**config.mk**
```make
export PLATFORM = sky130hd
export DESIGN_NAME = column_move_fifo
export DESIGN_NICKNAME = d
export VERILOG_FILES = /design/src/rtl/column_move_fifo.sv
export SDC_FILE = /design/constraint.sdc
export NUM_CORES = 1
export LEC_CHECK = 0
export ABC_AREA = 1
export BUFFER_PORTS_ARGS = -buffer_cell sky130_fd_sc_hd__buf_4
export CORE_MARGIN = 2
export CORE_UTILIZATION = 56
export DETAILED_ROUTE_END_ITERATION = 6
export PLACE_DENSITY_LB_ADDON = 0.25
export SLEW_MARGIN = 30
export SYNTH_ARGS = -nofsm -noshare
export SYNTH_HDL_FRONTEND = slang
export SYNTH_SLANG_ARGS = --single-unit
```
**constraint.sdc**
```tcl
create_clock -name clk_i -period 9.51 [get_ports clk_i]
set_input_delay 1.4265 -clock clk_i [delete_from_list [all_inputs] [get_ports clk_i]]
set_output_delay 1.4265 -clock clk_i [all_outputs]
set_load 0.01 [all_outputs]
```
**src/rtl/column_move_fifo.sv**
```systemverilog
// column_move_fifo
// Receiving end of the per-column "send to move list" path. The eight cell
// units of one board column offer candidate moves. A round-robin arbiter
// accepts at most one move per cycle into a first-word-fall-through FIFO,
// and the FIFO presents moves one at a time to the move-list consumer.
//
// Ports:
//   clk_i          system clock, rising edge
//   reset_i        asynchronous active-high reset
//   newboard_i     synchronous flush of FIFO and arbiter (board start pulse)
//   cell_valid_i   per-cell "move offered" flags, bit i = ypos i
//   cell_move_i    cell i move in bits [i*MW +: MW]
//   cell_ready_o   one-hot grant (or zero) accepting a cell's move this cycle
//   cell_done_i    per-cell done flags
//   mv_valid_o     FIFO head is valid
//   mv_data_o      FIFO head move
//   mv_ready_i     consumer takes the head this cycle
//   count_o        FIFO occupancy, 0..DEPTH
//   col_done_o     registered column-finished flag
module column_move_fifo #(
  parameter int DEPTH = 16,
  parameter int AW    = 4,
  parameter int MW    = 15
) (
  input  logic            clk_i,
  input  logic            reset_i,
  input  logic            newboard_i,
  input  logic [7:0]      cell_valid_i,
  input  logic [8*MW-1:0] cell_move_i,
  output logic [7:0]      cell_ready_o,
  input  logic [7:0]      cell_done_i,
  output logic            mv_valid_o,
  output logic [MW-1:0]   mv_data_o,
  input  logic            mv_ready_i,
  output logic [AW:0]     count_o,
  output logic            col_done_o
);

  logic [MW-1:0] mem [DEPTH];

  logic [AW-1:0] wrPtr_q, wrPtr_d;
  logic [AW-1:0] rdPtr_q, rdPtr_d;
  logic [AW:0]   count_q, count_d;
  logic [2:0]    rr_q, rr_d;
  logic          colDone_q, colDone_d;

  logic          full;
  logic          push;
  logic          pop;
  logic [7:0]    grant;
  logic [2:0]    grantIdx;
  logic [2:0]    scanIdx;
  logic          found;
  logic [MW-1:0] selMove;

  // Round-robin arbiter: scan from the cell after the last one served,
  // wrapping 7 -> 0, and grant the first valid cell. Nothing is granted while
  // the FIFO is full or while a new board is starting, so a move is never
  // accepted and then dropped by the flush.
  always_comb begin
    grant    = '0;
    grantIdx = '0;
    scanIdx  = '0;
    found    = 1'b0;
    if (!full && !newboard_i) begin
      for (int k = 0; k < 8; k++) begin
        scanIdx = rr_q + 3'(k);
        if (!found && cell_valid_i[scanIdx]) begin
          found           = 1'b1;
          grant[scanIdx]  = 1'b1;
          grantIdx        = scanIdx;
        end
      end
    end
  end

  // Pick the granted cell's move word. Built as an AND-OR over the one-hot
  // grant so no variable part-select is needed.
  always_comb begin
    selMove = '0;
    for (int i = 0; i < 8; i++) begin
      if (grant[i]) begin
        selMove = cell_move_i[i*MW +: MW];
      end
    end
  end

  assign full         = (count_q == (AW+1)'(DEPTH));
  assign push         = |grant;
  assign pop          = mv_valid_o && mv_ready_i && !newboard_i;
  assign cell_ready_o = grant;
  assign mv_valid_o   = (count_q != '0);
  assign mv_data_o    = mem[rdPtr_q];
  assign count_o      = count_q;
  assign col_done_o   = colDone_q;

  // Next-state logic for pointers, occupancy, the arbiter pointer and the
  // column-done flag. A new board wins over any push or pop in the same
  // cycle. Pointers are AW bits wide, so they wrap at DEPTH on their own.
  always_comb begin
    wrPtr_d   = wrPtr_q;
    rdPtr_d   = rdPtr_q;
    count_d   = count_q;
    rr_d      = rr_q;
    colDone_d = (&cell_done_i) && !(|cell_valid_i) && (count_q == '0) && !newboard_i;
    if (newboard_i) begin
      wrPtr_d = '0;
      rdPtr_d = '0;
      count_d = '0;
      rr_d    = '0;
    end else begin
      if (push) begin
        wrPtr_d = wrPtr_q + 1'b1;
        rr_d    = grantIdx + 3'd1;
      end
      if (pop) begin
        rdPtr_d = rdPtr_q + 1'b1;
      end
      case ({push, pop})
        2'b10:   count_d = count_q + 1'b1;
        2'b01:   count_d = count_q - 1'b1;
        default: count_d = count_q;
      endcase
    end
  end

  // State registers. Reset throws away everything buffered at once.
  always_ff @(posedge clk_i or posedge reset_i) begin
    if (reset_i) begin
      wrPtr_q   <= '0;
      rdPtr_q   <= '0;
      count_q   <= '0;
      rr_q      <= '0;
      colDone_q <= 1'b0;
    end else begin
      wrPtr_q   <= wrPtr_d;
      rdPtr_q   <= rdPtr_d;
      count_q   <= count_d;
      rr_q      <= rr_d;
      colDone_q <= colDone_d;
    end
  end

  // Storage array. No reset: the count says which entries are meaningful,
  // and a push can never hit a full FIFO because the arbiter holds off.
  always_ff @(posedge clk_i) begin
    if (push) begin
      mem[wrPtr_q] <= selMove;
    end
  end

endmodule
```
After elaboration in Yosys (flattened, before gate mapping)
Memories as Yosys holds them, arrays and structs flattened.
Index checks and enable logic that the tools add are counted.

operators by class
  bitwise operators = 7
  $add $sub $neg = 12
  equal/unequal tests = 3
  mux-type cells = 89
  reductions and logical operators = 39
  $lt $le $gt $ge = 16

operators with widths
  cell                                                                                 count
  8-bit 2-to-1 mux                                                                     16
  15-bit 2-to-1 mux                                                                    8
  8-bit OR                                                                             7
  3-bit 2-to-1 mux                                                                     11
  3-bit by 4-bit less-than comparator with 1-bit output, second input constant         8
  1-bit 2-to-1 mux                                                                     32
  1-bit binary-select mux with 3-bit select                                            8
  1-bit demux with 3-bit select                                                        8
  3-bit by 1-bit greater-or-equal comparator with 1-bit output, second input constant  8
  1-bit logical AND                                                                    21
  4-bit 2-to-1 mux                                                                     4
  8-bit OR reduction                                                                   2
  3-bit adder, second input constant                                                   4
  1-bit zero test                                                                      10
  5-bit one-hot mux with 2 select lines                                                1
  4-bit by 1-bit adder with 4-bit output, second input constant                        2
  8-bit AND reduction                                                                  1
  3-bit by 1-bit adder with 3-bit output, second input constant                        2
  3-bit by 2-bit adder with 3-bit output, second input constant                        2
  5-bit by 1-bit adder with 5-bit output, second input constant                        1
  5-bit equality test, second input constant                                           1
  5-bit zero test                                                                      1
  5-bit 2-to-1 mux                                                                     1
  5-bit nonzero test                                                                   1
  other kinds (5)                                                                      6

storage, ports and cells
  bits in registers = 17
  output and inout bits = 30
  RAM bits = 240
  memories = 1

memory list
  name  words  bits a word  read ports  clocked after Yosys merged registers in  write ports  RTL line  text
  mem   16     15           1           0                                        1            39        logic [MW-1:0] mem [DEPTH];

Longest topological paths before layout
Gate-level depths: netlist (run 1).

  word-level depth = 40
  mapped depth = 31
  gate-level depth less buffers = 29

Worst setup path after synthesis (run 1)
OpenSTA, ideal clock, no wires.

  path kind = input to output
  from = in cell_valid_i[2]
  to = out cell_ready_o[5]
  arrival time = 2,993 ps
  data required time = 8,083 ps
  path buffers = 3
  stages on the path = 14
  slack = 5,091 ps
  cell sequence = nand2_1 -> nand3_2 -> nand3_1 -> o21ai_1 -> nor2_2 -> nand4_4 -> buf_4 -> nor3_1 -> nor2_1 -> nand3_1 -> nand2_1 -> buf_2 -> inv_1 -> buf_2

on the way
  longest elaborated chain between the ends = 32
  elaborated cells between the ends (all ways) = 67

RTL lines
  element                                    RTL line  text
  from (decl)                                28        input logic [7:0] cell_valid_i,
  1-bit binary-select mux with 3-bit select  68        if (!found && cell_valid_i[scanIdx]) begin
  1-bit 2-to-1 mux (implied by the code)     68
  1-bit 2-to-1 mux                           68
  1-bit 2-to-1 mux                           65        if (!full && !newboard_i) begin
  1-bit zero test                            68
  1-bit logical AND                          68
  1-bit 2-to-1 mux                           68
  1-bit 2-to-1 mux                           65
  [... 16 more ...]                          --
  1-bit zero test                            68
  1-bit logical AND                          68
  1-bit 2-to-1 mux                           68
  1-bit 2-to-1 mux                           65
  1-bit zero test                            68
  1-bit logical AND                          68
  8-bit 2-to-1 mux (*)                       68
  8-bit 2-to-1 mux (*)                       65
  to (decl)                                  30        output logic [7:0] cell_ready_o,

Mark *: on every way between the ends. The rest lies on a longest branch, timed or not. The select of a mux whose other input is x is not followed.

Worst setup path after layout (run 1)
  from = reg rr_q[0]
  to = out cell_ready_o[7]

on the way
  longest elaborated chain between the ends = 32
  elaborated cells between the ends (all ways) = 114

RTL lines
  element                                                                                         RTL line  text
  from (decl)                                                                                     44        logic [2:0] rr_q, rr_d;
  from (signal assigned)                                                                          139       rr_q <= rr_d;
  branches (longest 30 deep; another with 3-bit by 4-bit less-than comparator with 1-bit output)  --
  8-bit 2-to-1 mux (*)                                                                            68
  8-bit 2-to-1 mux (*)                                                                            65

Every way passes the cells marked *. The select of a mux whose other input is x is not followed.

==> results.cfg, run 1 <==
[clock_network]
clock_path_buffers = 3
cts_max_level = 1
tritoncts = done
cts_inserted_buffers = 24
cts_setup_buffers = 0
clk_latency_ns = 0.53
ctsHoldBuffers = 0
cts.sinks = 257
clk_pin_slew_worst_paths_ns = 0.07
cts-root-buf = clkbuf_16
post_cts_resized = 0

[floorplan]
dieArea_mm2 = 0.0250
rows = 56
ioPinCount = 170
die_h_um = 158
die-width_um = 158
start_util_pct = 56.8
core_area_mm2 = 0.0234

[global_route]
antenna_found_initial = 0
grtUsageTotal_pct = 29.2
use_met3_pct = 3.83
met2_usage_pct = 50.6
grt_overflow_total = 0
grt_pass1_vias = 10300
grt_use_met1_pct = 37.8
grt.busiest_layer = met2
grt_max_degree = 93
grt_pass1_wl_um = 55700

[drt]
vias_per_cell = 5.74
dr.pass1.iters = 5
wire_per_inst_um = 19.4
drt_iter0_markers = 1146
finalWirelength_um = 36000
ant_nets = 0
drc = 0
vias = 10600

[power_and_ir_drop]
power_mw = 5.30
peakVddDrop_uv = 186
powerDensity_mw_per_mm2 = 338
leakage_nw = 6.31

[logic_synthesis]
avgSynthCellArea_um2 = 9.79
syn-num-nets = 1512
netlist_instances = 1358
yosysUniqueCellTypes = 48
syn-cell-area_mm2 = 0.0133
ys_seq_area_share_pct = 57.4
yosysWarningCount = 0
yosysTopAreaCellShare_pct = 54.2
ys_top_cells_by_area = edfxtp_1, nand2_1, o21ai_0, mux2i_1, inv_1
ys_ff_latch = 257
synth_largest_area_cell = edfxtp_1

[final_layout]
layout_common_cells = edfxtp_1, nand2_1, buf_4
diodes = 0
fin_area_mm2 = 0.0157
final_core_util_pct = 67.0
num-nets-final = 1669
final_common_cell = edfxtp_1
stdcell_count = 1852
layout-drive-gt1-share_pct = 18.9
area_growth_pct = 17.9

[setup_path]
crit_required_ns = 8.08
critPathArrivalTime_ns = 5.08
cpMaxStageDelayCell = dfrtp_1
crit_path_start_kind = flop
crit_chain = inv_2 -> ha_1 -> inv_1 -> nand3_1 -> nand2_1 -> nand2_1 -> nand2_1 -> nand3_2 -> nor2_1 -> nor2_1 -> nand3_1 -> nor2_1 -> nand3_1 -> nand2_1 -> clkinv_1 -> buf_4
crit_top_cell = nand2_1
slowest_delay_ns = 0.80
crit_type = flop to primary output
cp_top_family = simple AND/OR/NAND/NOR gates
cp-end-kind = primary output
cp.buffers_inverters = 4
cp_max_fo = 25

[placed_design]
port_buffers = 169
dp_slack_ns = 3.62
place_hpwl_um = 25100
placed_cells = 1808
place_area_mm2 = 0.0149
gp_congestion = 0.947

[sta]
fmax_mhz = 154
maxSlewViolCount = 0
rsz0062_at_grt = no
finClkSkew_ns = 0.0137
tightest_slew_ns = 0.931
holdWs_ns = 0.557
setup_violations = 0
setup_slack_ns = 3.00
fin_tns_setup_ns = 0
finalHoldViolCount = 0
slew_headroom_pct = 37.7
post-route-period-util_pct = 68.4
period_minus_slack_ns = 6.51

[flow_run]
max-cap-violations = 0

[status]
status = completed

[worst_hold_path]
hp-class = flop to flop
==> synth_stat cells (all sizes together) <==
cell type / n
a21oi: 76
clkbuf: 41
or3b: 1
a22oi: 1
nor3b: 2
inv: 151
or2: 6
o221ai: 1
nand4: 7
nor2: 113
xor2: 1
buf: 23
o311a: 1
nand2: 256
o211ai: 61
or4: 1
a211oi: 3
clkinv: 8
a21boi: 1
a31oi: 2
o21ai: 134
o22ai: 5
mux2i: 60
edfxtp: 240
nor4: 3
nor3: 22
o31ai: 5
nand3: 102
ha: 14
dfrtp: 17
==> cell families after synthesis <==
group / after synthesis / share of synthesized area [%]
simple gates: 513 / 17.6
compound gates: 290 / 12.5
flops: 257 / 57.4
buf+inv: 223 / 6.59
mux: 60 / 4.52
fa+ha+maj: 14 / 1.32
xor+xnor: 1 / 0.0659
==> routing by layer <==
layer  routed length, um  share of wire, %  vias to the layer above
met1               14300                40                     4983
met2               17800                50                      509
li1                    -                 -                     5051
met3                2710               7.5                       82
met5                   0                 0                        -
met4                1180               3.3                        0
==> power by group <==
part / switching, mW / internal [mW] / total, mW
Sequential: 0.0953 / 1.85 / 1.95
Clock: 0.396 / 0.510 / 0.905
Combinational: 1.72 / 0.728 / 2.44
Total: 2.21 / 3.09 / 5.30
==> sequential cells by signal (all words and copies together), names as in the netlist <==
signal / cells
mem: 240
count_o: 5
rdPtr_q: 4
wrPtr_q: 4
rr_q: 3
col_done_o: 1
==> cell type report <==
class | count | area [um^2]
fill | 1864 | 7720
inverter | 159 | 607
multi-input combinational | 878 | 4810
timing repair buffer | 195 | 1480
tap | 319 | 399
clock buffer | 33 | 654
sequential | 257 | 7640
clock inverter | 11 | 86.3
==> worst paths after layout <==
check / start / endpoint / slack, ns / cells past startpoint
max in group asynchronous: reset_i / rdPtr_q[0] / 7.98 / 2
worst min register to register: count_o[4] / count_o[4] / 0.56 / 2
worst max-delay path: rr_q[0] / cell_ready_o[7] / 3.00 / 16
worst min-delay path: count_o[4] / count_o[4] / 0.56 / 2
worst max register to register: rr_q[0] / mem[11][5] / 3.55 / 18
min in group asynchronous: reset_i / count_o[1] / 1.02 / 2
==> tightest hold or removal path, delay by kind of cell, from the launching register on <==
| kind | cells | cell delay (ns) |
|---|---|---|
| flops | 1 | 0.40 |
| simple gates | 2 | 0.13 |
No activity file was read; power rests on OpenSTA's default activity.
==> inputs of run 2 (changes only) <==
--- a/config.mk
+++ b/config.mk
@@ -8,7 +8,7 @@
 export ABC_AREA = 1
 export BUFFER_PORTS_ARGS = -buffer_cell sky130_fd_sc_hd__buf_4
 export CORE_MARGIN = 2
-export CORE_UTILIZATION = 56
+export CORE_UTILIZATION = 53
 export DETAILED_ROUTE_END_ITERATION = 6
 export PLACE_DENSITY_LB_ADDON = 0.25
 export SLEW_MARGIN = 30
==> constraint.sdc (replaced) <==
create_clock -name clk_i -period 5.95 [get_ports clk_i]
set_input_delay 0.8925 -clock clk_i [delete_from_list [all_inputs] [get_ports clk_i]]
set_output_delay 0.8925 -clock clk_i [all_outputs]
set_load 0.01 [all_outputs]
==> run 2 against run 1 <==
- first-iteration DRC count is 12% lower
- sequential cell count did not move
- non-clock buffer count up 24
- sequential power increased by 58%
- via count up 1.1%
==> results.cfg, run 2 (synthesis results as in run 1) <==
[final_layout]
stdcell_count = 1879
num-nets-final = 1693
regMostFlops = mem
layout-drive-gt1-share_pct = 19.4
layout_common_cells = edfxtp_1, nand2_1, buf_4
largest_reg_flops = 240
final_common_cell = edfxtp_1
area_growth_pct = 19.0
diodes = 0
final_core_util_pct = 64.7
fin_area_mm2 = 0.0158

[sta]
finClkSkew_ns = 0.0301
maxSlewViolCount = 0
finalHoldViolCount = 0
rsz0062_at_grt = no
fmax_mhz = 183
fin_tns_setup_ns = 0
slew_headroom_pct = 35.1
post-route-period-util_pct = 91.6
period_minus_slack_ns = 5.45
tightest_slew_ns = 0.973
setup_violations = 0

[clock_network]
clock_path_buffers = 3
cts_inserted_buffers = 24
tritoncts = done
clk_pin_slew_worst_paths_ns = 0.07
cts_max_level = 1
cts-root-buf = clkbuf_16
clk_latency_ns = 0.53
post_cts_resized = 0
cts.sinks = 257
cts_setup_buffers = 0
ctsHoldBuffers = 0

[drt]
finalWirelength_um = 36500
dr.pass1.iters = 6
ant_nets = 0
wire_per_inst_um = 19.4
vias = 10700
drc = 0
vias_per_cell = 5.72
drt_iter0_markers = 1009

[floorplan]
start_util_pct = 54.4
rows = 57
ioPinCount = 170
dieArea_mm2 = 0.0264
die_h_um = 162
core_area_mm2 = 0.0245
die-width_um = 162

[setup_path]
regToRegEndpoint = mem[1][11]
r2r-start = rr_q[0]
critPathArrivalTime_ns = 4.56
cp_max_fo = 25
cp-end-kind = primary output
r2r_slack_ns = 0.95
r2r_cells = 19
crit_path_start_kind = flop
crit_type = flop to primary output
crit_required_ns = 5.06

[power_and_ir_drop]
leakage_nw = 6.42
peakVddDrop_uv = 220
combPwrFrac_pct = 46.9
intPower_mw = 5.03
swShare_pct = 41.2
p_switching_mw = 3.52
powerDensity_mw_per_mm2 = 540
p_clk_share_pct = 16.9
p_seq_share_pct = 36.2

[placed_design]
place_hpwl_um = 25300
place_area_mm2 = 0.0151
gp_congestion = 0.991
port_buffers = 169
placed_cells = 1837

[global_route]
antenna_found_initial = 0
grt_pass1_vias = 10400
grt_max_degree = 78
grt_overflow_total = 0
grtUsageTotal_pct = 27.9
grt_pass1_wl_um = 56600

[worst_hold_path]
hp-class = primary input to async pin

[flow_run]
max-cap-violations = 0

[status]
status = completed
run 2: area by class of cell:
cell class	count	area, um^2
Clock buffer	32	652
Tap cell	324	405
Clock inverter	10	83.8
Inverter	159	607
Timing Repair Buffer	219	1640
Multi-Input combinational cell	878	4790
Fill cell	1962	8640
Sequential cell	257	7640
run 2: worst max-delay path, stage by stage, from the launching register on:
cell and delay [ns]:
dfrtp_1 0.36, buf_4 0.20, inv_2 0.33, ha_1 0.45, inv_1 0.39, nand3_2 0.19
nand3_1 0.13, o21ai_1 0.10, nor2_2 0.13, nand4_4 0.24, nor2_2 0.33, nand3_1 0.12
nand3_1 0.14, nand2_2 0.23, inv_1 0.48, buf_4 0.22
run 2: metal layers:
metal | vias to the layer above | track usage (%) | wire length, um | share of wire [%]
li1 | 5088 | - | - | -
met1 | 5027 | 37.0 | 14900 | 41
met2 | 528 | 47.1 | 17400 | 48
met3 | 102 | 3.72 | 2820 | 7.7
met4 | 0 | 10.4 | 1360 | 3.7
met5 | - | 0 | 0 | 0
run 2: metrics by stage:
stage               hold slack (ns)  setup WS, ns  total power, mW
global route                  0.538         0.143             9.10
global placement              0.539          1.20             7.04
CTS                           0.500         0.585             8.55
finish                        0.490         0.498             8.55
detailed placement            0.550          1.06             7.11
floorplan                     0.548          1.86             5.60
run 2: worst max path at each step:
stage             from         endpoint  slack [ns]  cells after the start
5_1_grt        rr_q[0]  cell_ready_o[4]        0.14                     15
2_1_floorplan  rr_q[0]        mem[0][3]        1.86                     22
6_report       rr_q[0]  cell_ready_o[4]        0.50                     15
3_3_place_gp   rr_q[0]       mem[1][12]        1.20                     19
4_1_cts        rr_q[0]  cell_ready_o[4]        0.58                     15
3_5_place_dp   rr_q[0]       mem[1][12]        1.06                     19
run 2: power groups by stage:
stage	logic, mW	registers [mW]	clock network [mW]
3_3_place_gp	3.92	3.12	0
2_1_floorplan	2.54	3.06	0
3_5_place_dp	3.98	3.13	0
5_1_grt	4.45	3.12	1.53
6_report	4.01	3.09	1.44
4_1_cts	4.00	3.09	1.46
==> inputs of run 3 (changes only) <==
--- a/config.mk
+++ b/config.mk
@@ -10,6 +10,7 @@
 export CORE_MARGIN = 2
 export CORE_UTILIZATION = 53
 export DETAILED_ROUTE_END_ITERATION = 6
+export GPL_TIMING_DRIVEN = 0
 export PLACE_DENSITY_LB_ADDON = 0.25
 export SLEW_MARGIN = 30
 export SYNTH_ARGS = -nofsm -noshare
==> run 3 against run 2 <==
- utilization up 1.1 points
- sequential cell count is the same
- first-iteration DRC count is 49% higher
- total power rose by 5.9%
- register-to-register slack worse by 0.36 ns
- via count grew 5.6%
- sequential share of layout area decreased by 0.87 points
- fmax rose by 0.31%
- combinational power increased by 9.0%
- count of clock-buffer cells in the layout decreased by 3
- wire length up 9.0%
- worst setup slack gained 0.017 ns
- critical path type unchanged
- critical endpoint is now cell_ready_o[3]
- highest routed layer is now met5
==> results.cfg, run 3 (synthesis results as in run 1) <==
[drt]
vias_per_cell = 5.93
drt_iter0_markers = 1504
finalWirelength_um = 39800
wire_per_inst_um = 20.8
vias = 11300
drc = 0
ant_nets = 0
dr.pass1.iters = 5

[final_layout]
stdcell_count = 1914
largest_reg_flops = 240
num-nets-final = 1724
area_growth_pct = 21.1
layout_common_cells = edfxtp_1, nand2_1, buf_4
final_common_cell = edfxtp_1
layout-drive-gt1-share_pct = 19.6
n_fill_cell = 1946
multi_input_area_mm2 = 0.00488
regMostFlops = mem
register_area_mm2 = 0.00763
final_core_util_pct = 65.8

[placed_design]
port_buffers = 169
placed_cells = 1867
place_hpwl_um = 28800
gp_congestion = 0.950
dp_slack_ns = 0.693

[sta]
setup_slack_ns = 0.515
post-route-period-util_pct = 91.3
setup_violations = 0
finClkSkew_ns = 0.0243
maxSlewViolCount = 0
rsz0062_at_grt = no
slew_headroom_pct = 36.3
period_minus_slack_ns = 5.44
finalHoldViolCount = 0
holdWs_ns = 0.477
tightest_slew_ns = 0.955
fmax_mhz = 184

[setup_path]
cp.buffers_inverters = 8
slowest_delay_ns = 0.51
crit_chain = inv_2 -> buf_6 -> clkbuf_1 -> ha_1 -> inv_1 -> buf_2 -> nand3_1 -> nand2_1 -> nand2_1 -> nand2_2 -> nand4_4 -> nor3b_4 -> nand2_1 -> nand3_1 -> nand2_2 -> clkbuf_1 -> inv_1 -> buf_4
critPathArrivalTime_ns = 4.54
crit_type = flop to primary output
crit_path_start_kind = flop
cp-end-kind = primary output
cpMaxStageDelayCell = clkbuf_1
cp.depth = 18
crit_required_ns = 5.06
r2r_cells = 23
cp_top_family = buffers and inverters
crit_top_cell = nand2_1
cp_max_fo = 10

[floorplan]
ioPinCount = 170
rows = 57
die_h_um = 162
start_util_pct = 54.4
dieArea_mm2 = 0.0264
core_area_mm2 = 0.0245
die-width_um = 162

[clock_network]
cts_inserted_buffers = 25
clk_pin_slew_worst_paths_ns = 0.06
cts-root-buf = clkbuf_16
post_cts_resized = 0
clk_latency_ns = 0.53
tritoncts = done
cts_max_level = 1
ctsHoldBuffers = 0
clock_path_buffers = 3
cts_setup_buffers = 0
cts.sinks = 257

[global_route]
grt_overflow_total = 0
antenna_found_initial = 3
grt_pass1_wl_um = 61200
grtUsageTotal_pct = 30.6
grt_max_degree = 18
grt_pass1_vias = 11200

[power_and_ir_drop]
peakVddDrop_uv = 345
powerDensity_mw_per_mm2 = 562
leakage_nw = 6.43

[flow_run]
max-cap-violations = 0

[worst_hold_path]
hp-class = primary input to async pin

[status]
status = completed
==> run 3: layout make-up <==
type | instances | share of cell area [%]
antenna | 2 | 0.0311
buffer | 64 | 1.67
clock buffer | 29 | 3.98
clock inverter | 16 | 1.29
inverter | 159 | 3.77
multi-input combinational | 878 | 30.3
sequential | 257 | 47.4
tap | 324 | 2.52
timing repair buffer | 185 | 9.00
==> run 3: final timing paths <==
kind	startpoint	endpoint	slack [ns]
min in group clk_i	count_o[4]	count_o[4]	0.55
min reg2reg	count_o[4]	count_o[4]	0.55
min	reset_i	count_o[1]	0.48
max reg2reg	rr_q[0]	mem[7][4]	0.59
max	rr_q[0]	cell_ready_o[3]	0.51
max in group asynchronous	reset_i	rdPtr_q[2]	5.03
==> run 3: metrics by stage <==
stage	TNS [ns]	area, um^2	total power, mW
floorplan	0	13300	5.60
global placement	-7.71	15000	7.07
detailed placement	0	15200	7.34
CTS	0	16100	8.98
global route	0	16100	9.52
finish	0	16100	9.05
==> run 3: metal layers <==
metal	routed length, um	share of wire, %	track usage (%)
met1	14700	37	38.1
met2	19100	48	52.2
met3	4430	11	6.39
met4	1480	3.7	12.7
met5	11	0.028	0
==> run 3: worst reg2reg max path: stages (launching register included) <==
cell and delay [ns]:
dfrtp_1 0.42, inv_2 0.13, buf_6 0.16, clkbuf_1 0.51
ha_1 0.37, inv_1 0.14, buf_2 0.26, nand3_1 0.14
nand2_1 0.11, nand2_1 0.07, nand2_2 0.15, nand4_4 0.18
nor3b_4 0.44, nand2_1 0.11, nand3_1 0.09, nand2_1 0.20
buf_2 0.28, o21ai_1 0.14, nand2_1 0.06, nand3_1 0.07
nand3_1 0.10, nand3_1 0.10, nand2_1 0.07, a21oi_2 0.74
==> run 3: where the power goes <==
part           switching, mW  internal (mW)
Clock                  0.655          0.987
Sequential            0.0814           2.96
Combinational           3.11           1.25
